--- config.mk ---
export PLATFORM = sky130hd
export DESIGN_NAME = timer_controller
export DESIGN_NICKNAME = d
export VERILOG_FILES = /design/src/rtl/timer_controller.sv
export SDC_FILE = /design/constraint.sdc
export NUM_CORES = 1
export LEC_CHECK = 0
export BUFFER_PORTS_ARGS = -buffer_cell sky130_fd_sc_hd__buf_4
export CAP_MARGIN = 20
export CORE_UTILIZATION = 50
export DETAILED_ROUTE_END_ITERATION = 8
export GPL_ROUTABILITY_DRIVEN = 0
export PLACE_DENSITY = 0.72
export SLEW_MARGIN = 20
export SYNTH_ARGS = -nofsm -noshare
export SYNTH_HDL_FRONTEND = slang
export SYNTH_SLANG_ARGS = --single-unit
--- constraint.sdc ---
create_clock -name clk -period 7.4 [get_ports clk]
set_clock_uncertainty 0.15 [all_clocks]
set_input_delay 2.22 -clock clk [delete_from_list [all_inputs] [get_ports clk]]
set_output_delay 2.22 -clock clk [all_outputs]
set_load 0.1 [all_outputs]
--- src/rtl/timer_controller.sv ---
// timer_controller: memory-mapped timer peripheral on the TIMER slave port.
//   - free-running 64-bit cycle counter with high-word snapshot on low-word read
//   - reloadable 32-bit down-counter with maskable one-shot/periodic interrupt
//   - never stalls; read data is combinational from the address
// Configuration macro: TIMER_PRESCALER_EN enables the PRESCALE register at offset 7
//   and an internal prescale counter that gates the down-counter tick.
// Ports:
//   clk        system clock
//   rst        asynchronous active-high reset
//   read       read strobe (already qualified by upstream decode)
//   write      full-word write strobe
//   address    word offset
//   data_wr    write data
//   data_rd    read data, valid in the same cycle, 0 when read=0
//   interrupt  STATUS.pending & CTRL.irq_en
module timer_controller #(
  parameter int unsigned TIMER_ADDRESS_WIDTH = 3,
  parameter int unsigned DATA_WIDTH          = 32
) (
  input  logic                           clk,
  input  logic                           rst,
  input  logic                           read,
  input  logic                           write,
  input  logic [TIMER_ADDRESS_WIDTH-1:0] address,
  input  logic [DATA_WIDTH-1:0]          data_wr,
  output logic [DATA_WIDTH-1:0]          data_rd,
  output logic                           interrupt
);

  localparam logic [TIMER_ADDRESS_WIDTH-1:0] OFF_COUNT_LO = TIMER_ADDRESS_WIDTH'(0);
  localparam logic [TIMER_ADDRESS_WIDTH-1:0] OFF_COUNT_HI = TIMER_ADDRESS_WIDTH'(1);
  localparam logic [TIMER_ADDRESS_WIDTH-1:0] OFF_RELOAD   = TIMER_ADDRESS_WIDTH'(2);
  localparam logic [TIMER_ADDRESS_WIDTH-1:0] OFF_CURRENT  = TIMER_ADDRESS_WIDTH'(3);
  localparam logic [TIMER_ADDRESS_WIDTH-1:0] OFF_CTRL     = TIMER_ADDRESS_WIDTH'(4);
  localparam logic [TIMER_ADDRESS_WIDTH-1:0] OFF_STATUS   = TIMER_ADDRESS_WIDTH'(5);
`ifdef TIMER_PRESCALER_EN
  localparam logic [TIMER_ADDRESS_WIDTH-1:0] OFF_PRESCALE = TIMER_ADDRESS_WIDTH'(7);
`endif

  logic [DATA_WIDTH-1:0] count_lo_q, count_lo_d;
  logic [DATA_WIDTH-1:0] count_hi_q, count_hi_d;
  logic [DATA_WIDTH-1:0] shadow_hi_q, shadow_hi_d;
  logic [DATA_WIDTH-1:0] reload_q, reload_d;
  logic [DATA_WIDTH-1:0] current_q, current_d;
  logic [2:0]            ctrl_q, ctrl_d;       // [0] enable, [1] periodic, [2] irq_en
  logic                  pending_q, pending_d;
  logic                  tick;
  logic                  lo_carry;
  logic                  pending_set;
`ifdef TIMER_PRESCALER_EN
  logic [DATA_WIDTH-1:0] prescale_q, prescale_d;
  logic [DATA_WIDTH-1:0] ps_cnt_q, ps_cnt_d;
`endif

  // Tick generation: every cycle, or once per PRESCALE+1 cycles when prescaled.
`ifdef TIMER_PRESCALER_EN
  always_comb begin
    prescale_d = prescale_q;
    tick       = (ps_cnt_q == prescale_q);
    ps_cnt_d   = tick ? '0 : ps_cnt_q + DATA_WIDTH'(1);
    if (write && address == OFF_PRESCALE) begin
      prescale_d = data_wr;
      ps_cnt_d   = '0;
    end
  end
`else
  always_comb begin
    tick = 1'b1;
  end
`endif

  // Next-state for the cycle counter, snapshot and down-counter.
  always_comb begin
    lo_carry    = (count_lo_q == '1);
    count_lo_d  = count_lo_q + DATA_WIDTH'(1);
    count_hi_d  = count_hi_q + DATA_WIDTH'(lo_carry);
    shadow_hi_d = shadow_hi_q;
    reload_d    = reload_q;
    current_d   = current_q;
    ctrl_d      = ctrl_q;
    pending_d   = pending_q;
    pending_set = 1'b0;

    if (write && address == OFF_COUNT_LO) count_lo_d = data_wr;
    // Writing the high half also drops any carry from the low half this cycle.
    if (write && address == OFF_COUNT_HI) count_hi_d = data_wr;
    // Snapshot the high word that pairs with the low word being returned.
    if (read && address == OFF_COUNT_LO) shadow_hi_d = count_hi_q;
    if (write && address == OFF_RELOAD) reload_d = data_wr;

    if (ctrl_q[0] && tick) begin
      if (current_q != '0) begin
        current_d = current_q - DATA_WIDTH'(1);
      end else begin
        pending_set = 1'b1;
        if (ctrl_q[1]) current_d = reload_q;
        else           ctrl_d[0] = 1'b0;
      end
    end

    // Bus writes override hardware updates; hardware set overrides W1C.
    if (write && address == OFF_CURRENT) current_d = data_wr;
    if (write && address == OFF_CTRL)    ctrl_d    = data_wr[2:0];
    if (write && address == OFF_STATUS && data_wr[0]) pending_d = 1'b0;
    if (pending_set) pending_d = 1'b1;
  end

  // Read mux; returns pre-write values when read and write coincide.
  always_comb begin
    data_rd = '0;
    if (read) begin
      case (address)
        OFF_COUNT_LO: data_rd = count_lo_q;
        OFF_COUNT_HI: data_rd = shadow_hi_q;
        OFF_RELOAD:   data_rd = reload_q;
        OFF_CURRENT:  data_rd = current_q;
        OFF_CTRL:     data_rd = DATA_WIDTH'(ctrl_q);
        OFF_STATUS:   data_rd = DATA_WIDTH'(pending_q);
`ifdef TIMER_PRESCALER_EN
        OFF_PRESCALE: data_rd = prescale_q;
`endif
        default:      data_rd = '0;
      endcase
    end
  end

  assign interrupt = pending_q & ctrl_q[2];

  always_ff @(posedge clk or posedge rst) begin
    if (rst) begin
      count_lo_q  <= '0;
      count_hi_q  <= '0;
      shadow_hi_q <= '0;
      reload_q    <= '0;
      current_q   <= '0;
      ctrl_q      <= '0;
      pending_q   <= 1'b0;
`ifdef TIMER_PRESCALER_EN
      prescale_q  <= '0;
      ps_cnt_q    <= '0;
`endif
    end else begin
      count_lo_q  <= count_lo_d;
      count_hi_q  <= count_hi_d;
      shadow_hi_q <= shadow_hi_d;
      reload_q    <= reload_d;
      current_q   <= current_d;
      ctrl_q      <= ctrl_d;
      pending_q   <= pending_d;
`ifdef TIMER_PRESCALER_EN
      prescale_q  <= prescale_d;
      ps_cnt_q    <= ps_cnt_d;
`endif
    end
  end

endmodule

* Yosys cells after proc, flatten, opt, wreduce, memory -nomap -nowiden
Index checks and enable logic that the tools add are counted. W data, S select, Z words.
Word-level totals: register bits 164, bits in latches 0, memory bits (writable) 0, memory bits (read-only) 0, bits of input ports 39, output and inout port bits 33, word-level logic and storage cells 48, memories kept 0
Operators by class: $add $sub $neg 3, multiply operators 0, divide/modulo/power cells 0, order comparisons 0, equality and inequality tests 6, shift-type cells 0, muxes and demuxes 16, bitwise operators 1, reductions and logical operators 14
Operators by type and width (number):
- $mux W32 | 7
- $pmux W32 S6 | 1
- $add A32 B1 Y32 | 1
- $add A32 B1 Y32 const B | 1
- $eq A32 B32 Y1 const B | 1
- $reduce_bool A32 Y1 | 1
- $sub A32 B1 Y32 const B | 1
- $logic_and A1 B1 Y1 | 8
- $mux W1 | 8
- $eq A3 B2 Y1 const B | 2
- $eq A3 B3 Y1 const B | 2
- $reduce_bool A2 Y1 | 2
- $eq A3 B1 Y1 const B | 1
- $logic_not A3 Y1 | 1
- $reduce_bool A3 Y1 | 1
- $reduce_and A2 Y1 | 1
- $and A1 B1 Y1 | 1

* Depth between registers and ports, before layout
depth after elaboration 5, gate-level depth with buffers 15

* Least setup slack after synthesis
OpenSTA, ideal clock, no wires.
path kind input to output, from in address[1], to out data_rd[21], data arrival time 4.890 ns, slack 0.140 ns, stages on the path 7, path buffers 3, path through clkbuf_1 nand2_1 nor2_1 clkbuf_1 buf_1 a22oi_1 a21oi_1
On the way: word-level cells in the longest chain between the ends 3
RTL lines:
- from (decl) | RTL line 24 | input logic [TIMER_ADDRESS_WIDTH-1:0] address,
- $eq A3 B3 Y1 (tied with other cells) | RTL line 112 | case (address)
- $pmux W32 S6 (*) | RTL line 112
- $mux W32 (*) | RTL line 111 | if (read) begin
- to (decl) | RTL line 26 | output logic [DATA_WIDTH-1:0] data_rd,
Every way passes the cells marked *; elsewhere a longest branch is shown, timed or not.

* Final worst setup path
from in address[2], to out data_rd[20]
Same word-level chain as after synthesis.

==> results.txt <==
outcome - complete, no violations
CP max-delay cell - nor2_2
Setup CP Type - input pin to output port
maximum vdd drop - 0.189 mV
most frequent cells after synthesis - 164 x dfrtp_1, 106 x nand2_1, 80 x o21ai_0
flops & latches, synth - 164
clk slew on worst S/H paths - 60 ps
CP max FO - 17
Area contributors post-synth - dfrtp_1 45%, mux2_2 8.7%, a22oi_1 5.9%
clock network power share - 27.8%
Starting Density - 51.0%
via-per-instance ratio - 6.47
Worst Setup SP - address[2]
min Tclk post-route - 6480 ps
Nets - 1,047
EDFF count, synth - 0
post-synthesis sequential area ratio - 44.8%
syn_nets - 1,007
Setup Fix Bufs, Post-CTS - 0
Worst-Skew Late Latency - 430 ps
post-detail-place hpwl - 19,400 µm
net switching power of the design - 1.22 mW
Syn Inst Count - 963
Antenna Diode Count - 0
Port Buffers - 71
critical path arrival - 4110 ps
mapped cell area - 9160 µm²
highest achievable clock rate - 154 MHz
overall routing resource usage - 30.9%
Syn-to-layout area delta - 14.4%
total CTS buffers - 17
final worst-path cycle share - 87.6%
RSZ-0062 raised after global routing - false
hold_buf cts - 0
CP Capture Type - output port
Ys Warns - 0
Leakage Power - 4.13 nW
end of the critical path - data_rd[20]
Startpoint Class - input pin
Reg power frac - 45.5%
Gate power share - 26.8%
post-synth top area cell - dfrtp_1
final hold vios - 0
row cnt - 49
GR Overflow Total - 0
max-cap violation count - 0
hold crit path type - register to register
most frequent cell after synthesis - dfrtp_1
FILL cells - 1,554
post-CTS sizing - 0
io pins - 72
vias in the first global route - 7,376
Finished Cell Area - 10,500 µm²
number of remaining DRC errors - 0
Core Region - 18,000 µm²
area of the multi-input gates - 4730 µm²
total power - 3.32 mW
layout cell share with drive strength beyond 1 - 20.4%
CTS tree - built
Post-DRT Antenna Nets - 0
FF-to-FF End - count_hi_q[26]
Final setup viols - 0
drt pass-1 iters - 6
worst reg-to-reg setup slack - 3020 ps
clock root cell - clkbuf_16
Die H - 137 µm
asr flop ratio synth - 100%
worst slew pin tran - 1090 ps
Net Sw Frac - 36.8%
crit-path cells - buf_4, inv_1, nand2_1, nor2_2, buf_4, a22oi_1, a21oi_1, buf_4
H-tree levels - 4
Die W - 137 µm
most frequent CP cell - buf_4
register area - 4100 µm²
Die Area - 18,900 µm²
Final Max Slew Viols - 0
first-pass GRT wire length - 43,300 µm
Syn Area/Cell - 9.51 µm²
setup_tns - 0 ps
routed len/inst - 22.5 µm
Post-DP Area - 9870 µm²
initial DRC count - 985
clock sinks - 164
unique cell type count in the Yosys netlist - 54
pwr dens - 317 nW/µm²
CP required - 5030 ps
ys flop type - dfrtp_1
DR vias - 8,052
Pint - 2.10 mW
critical register-to-register path startpoint - count_lo_q[21]
initial antenna violation count - 0
top cell type's share of synthesized area - 44.8%
Slew HR - 27.5%
largest net degree at the start of global routing - 69
worst r2r path cells - 12
CP max stage delay - 590 ps
Post-Route WL - 27,900 µm
Max clock buf depth - 2
## metrics by stage
step,hold WS [ps],setup slack [ps],util (%),std cells
2_1_floorplan,318,140,-,963
3_3_place_gp,342,970,55.0,1213
3_5_place_dp,346,958,55.0,1213
4_1_cts,361,958,58.3,1244
5_1_grt,374,829,58.3,1244
6_report,359,920,58.3,1244
## critical path: cells and delay by family
family	cells	cell delay (ps)
simple gates	2	670
compound gates	2	290
buf+inv	4	920
## cells by family (layout without fill, tap and decap cells)
logic type,after synthesis,count (layout),share of synthesized area (%)
AND/OR/NAND/NOR,301,301,16.2
buffers and inverters,86,138,3.77
AO/OA/AOI/OAI,254,254,17.9
flip-flops,164,164,44.8
multiplexers,75,75,9.17
XOR/XNOR,78,78,7.46
adder cells (fa/ha/maj),5,5,0.683
## metal layers
layer	wire (µm)	vias to the layer above	GRT usage (%)
met5	0	-	0
met4	745	0	10.4
met3	2240	73	5.52
met2	12700	421	46.6
met1	12200	3957	44.7
li1	-	3601	-
## state kept, by name (all words and copies together) (netlist names)
| register | count |
|---|---|
| reload_q | 32 |
| ctrl_q | 3 |
| count_hi_q | 32 |
| shadow_hi_q | 32 |
| current_q | 32 |
| pending_q | 1 |
| count_lo_q | 32 |
## worst min-delay path by stage
stage | cells past startpoint | end | start | slack (ps)
3_5_place_dp | 1 | shadow_hi_q[7] | shadow_hi_q[7] | 350
2_1_floorplan | 2 | current_q[27] | reload_q[27] | 320
5_1_grt | 1 | shadow_hi_q[8] | shadow_hi_q[8] | 370
3_3_place_gp | 1 | shadow_hi_q[22] | shadow_hi_q[22] | 340
4_1_cts | 1 | shadow_hi_q[7] | shadow_hi_q[7] | 360
6_report | 1 | shadow_hi_q[16] | shadow_hi_q[16] | 360
## cell type report
class / instances / area share, %
inverter: 15 / 0.585
clock buffer: 19 / 4.32
sequential: 164 / 39.2
multi-input combinational: 713 / 45.2
timing repair buffer: 92 / 6.59
tap: 229 / 2.73
clock inverter: 12 / 1.46
## cell usage in the layout, fill, tap and decap left out, drive strengths merged, types with 9 or more instances in the layout
| cell type | n |
|---|---|
| nand4 | 24 |
| clkbuf | 19 |
| o21ai | 80 |
| dfrtp | 164 |
| nor4 | 18 |
| a22oi | 72 |
| a21oi | 46 |
| a221o | 13 |
| a31oi | 9 |
| nand2 | 106 |
| buf | 92 |
| xor2 | 45 |
| a211oi | 9 |
| mux2 | 71 |
| nor3 | 18 |
| inv | 17 |
| nand3 | 39 |
| xnor2 | 33 |
| and3 | 14 |
| nor2 | 42 |
| and2 | 13 |
## power groups by stage
stage | Combinational, mW | Sequential, mW | Clock, mW
after floorplan | 0.718 | 1.36 | 0
after global placement | 0.857 | 1.51 | 0
after detailed placement | 0.876 | 1.50 | 0
after CTS | 0.882 | 1.49 | 0.929
after global routing | 0.972 | 1.54 | 0.962
final | 0.889 | 1.51 | 0.922
Note: power is estimated with default switching activity, not from simulation.
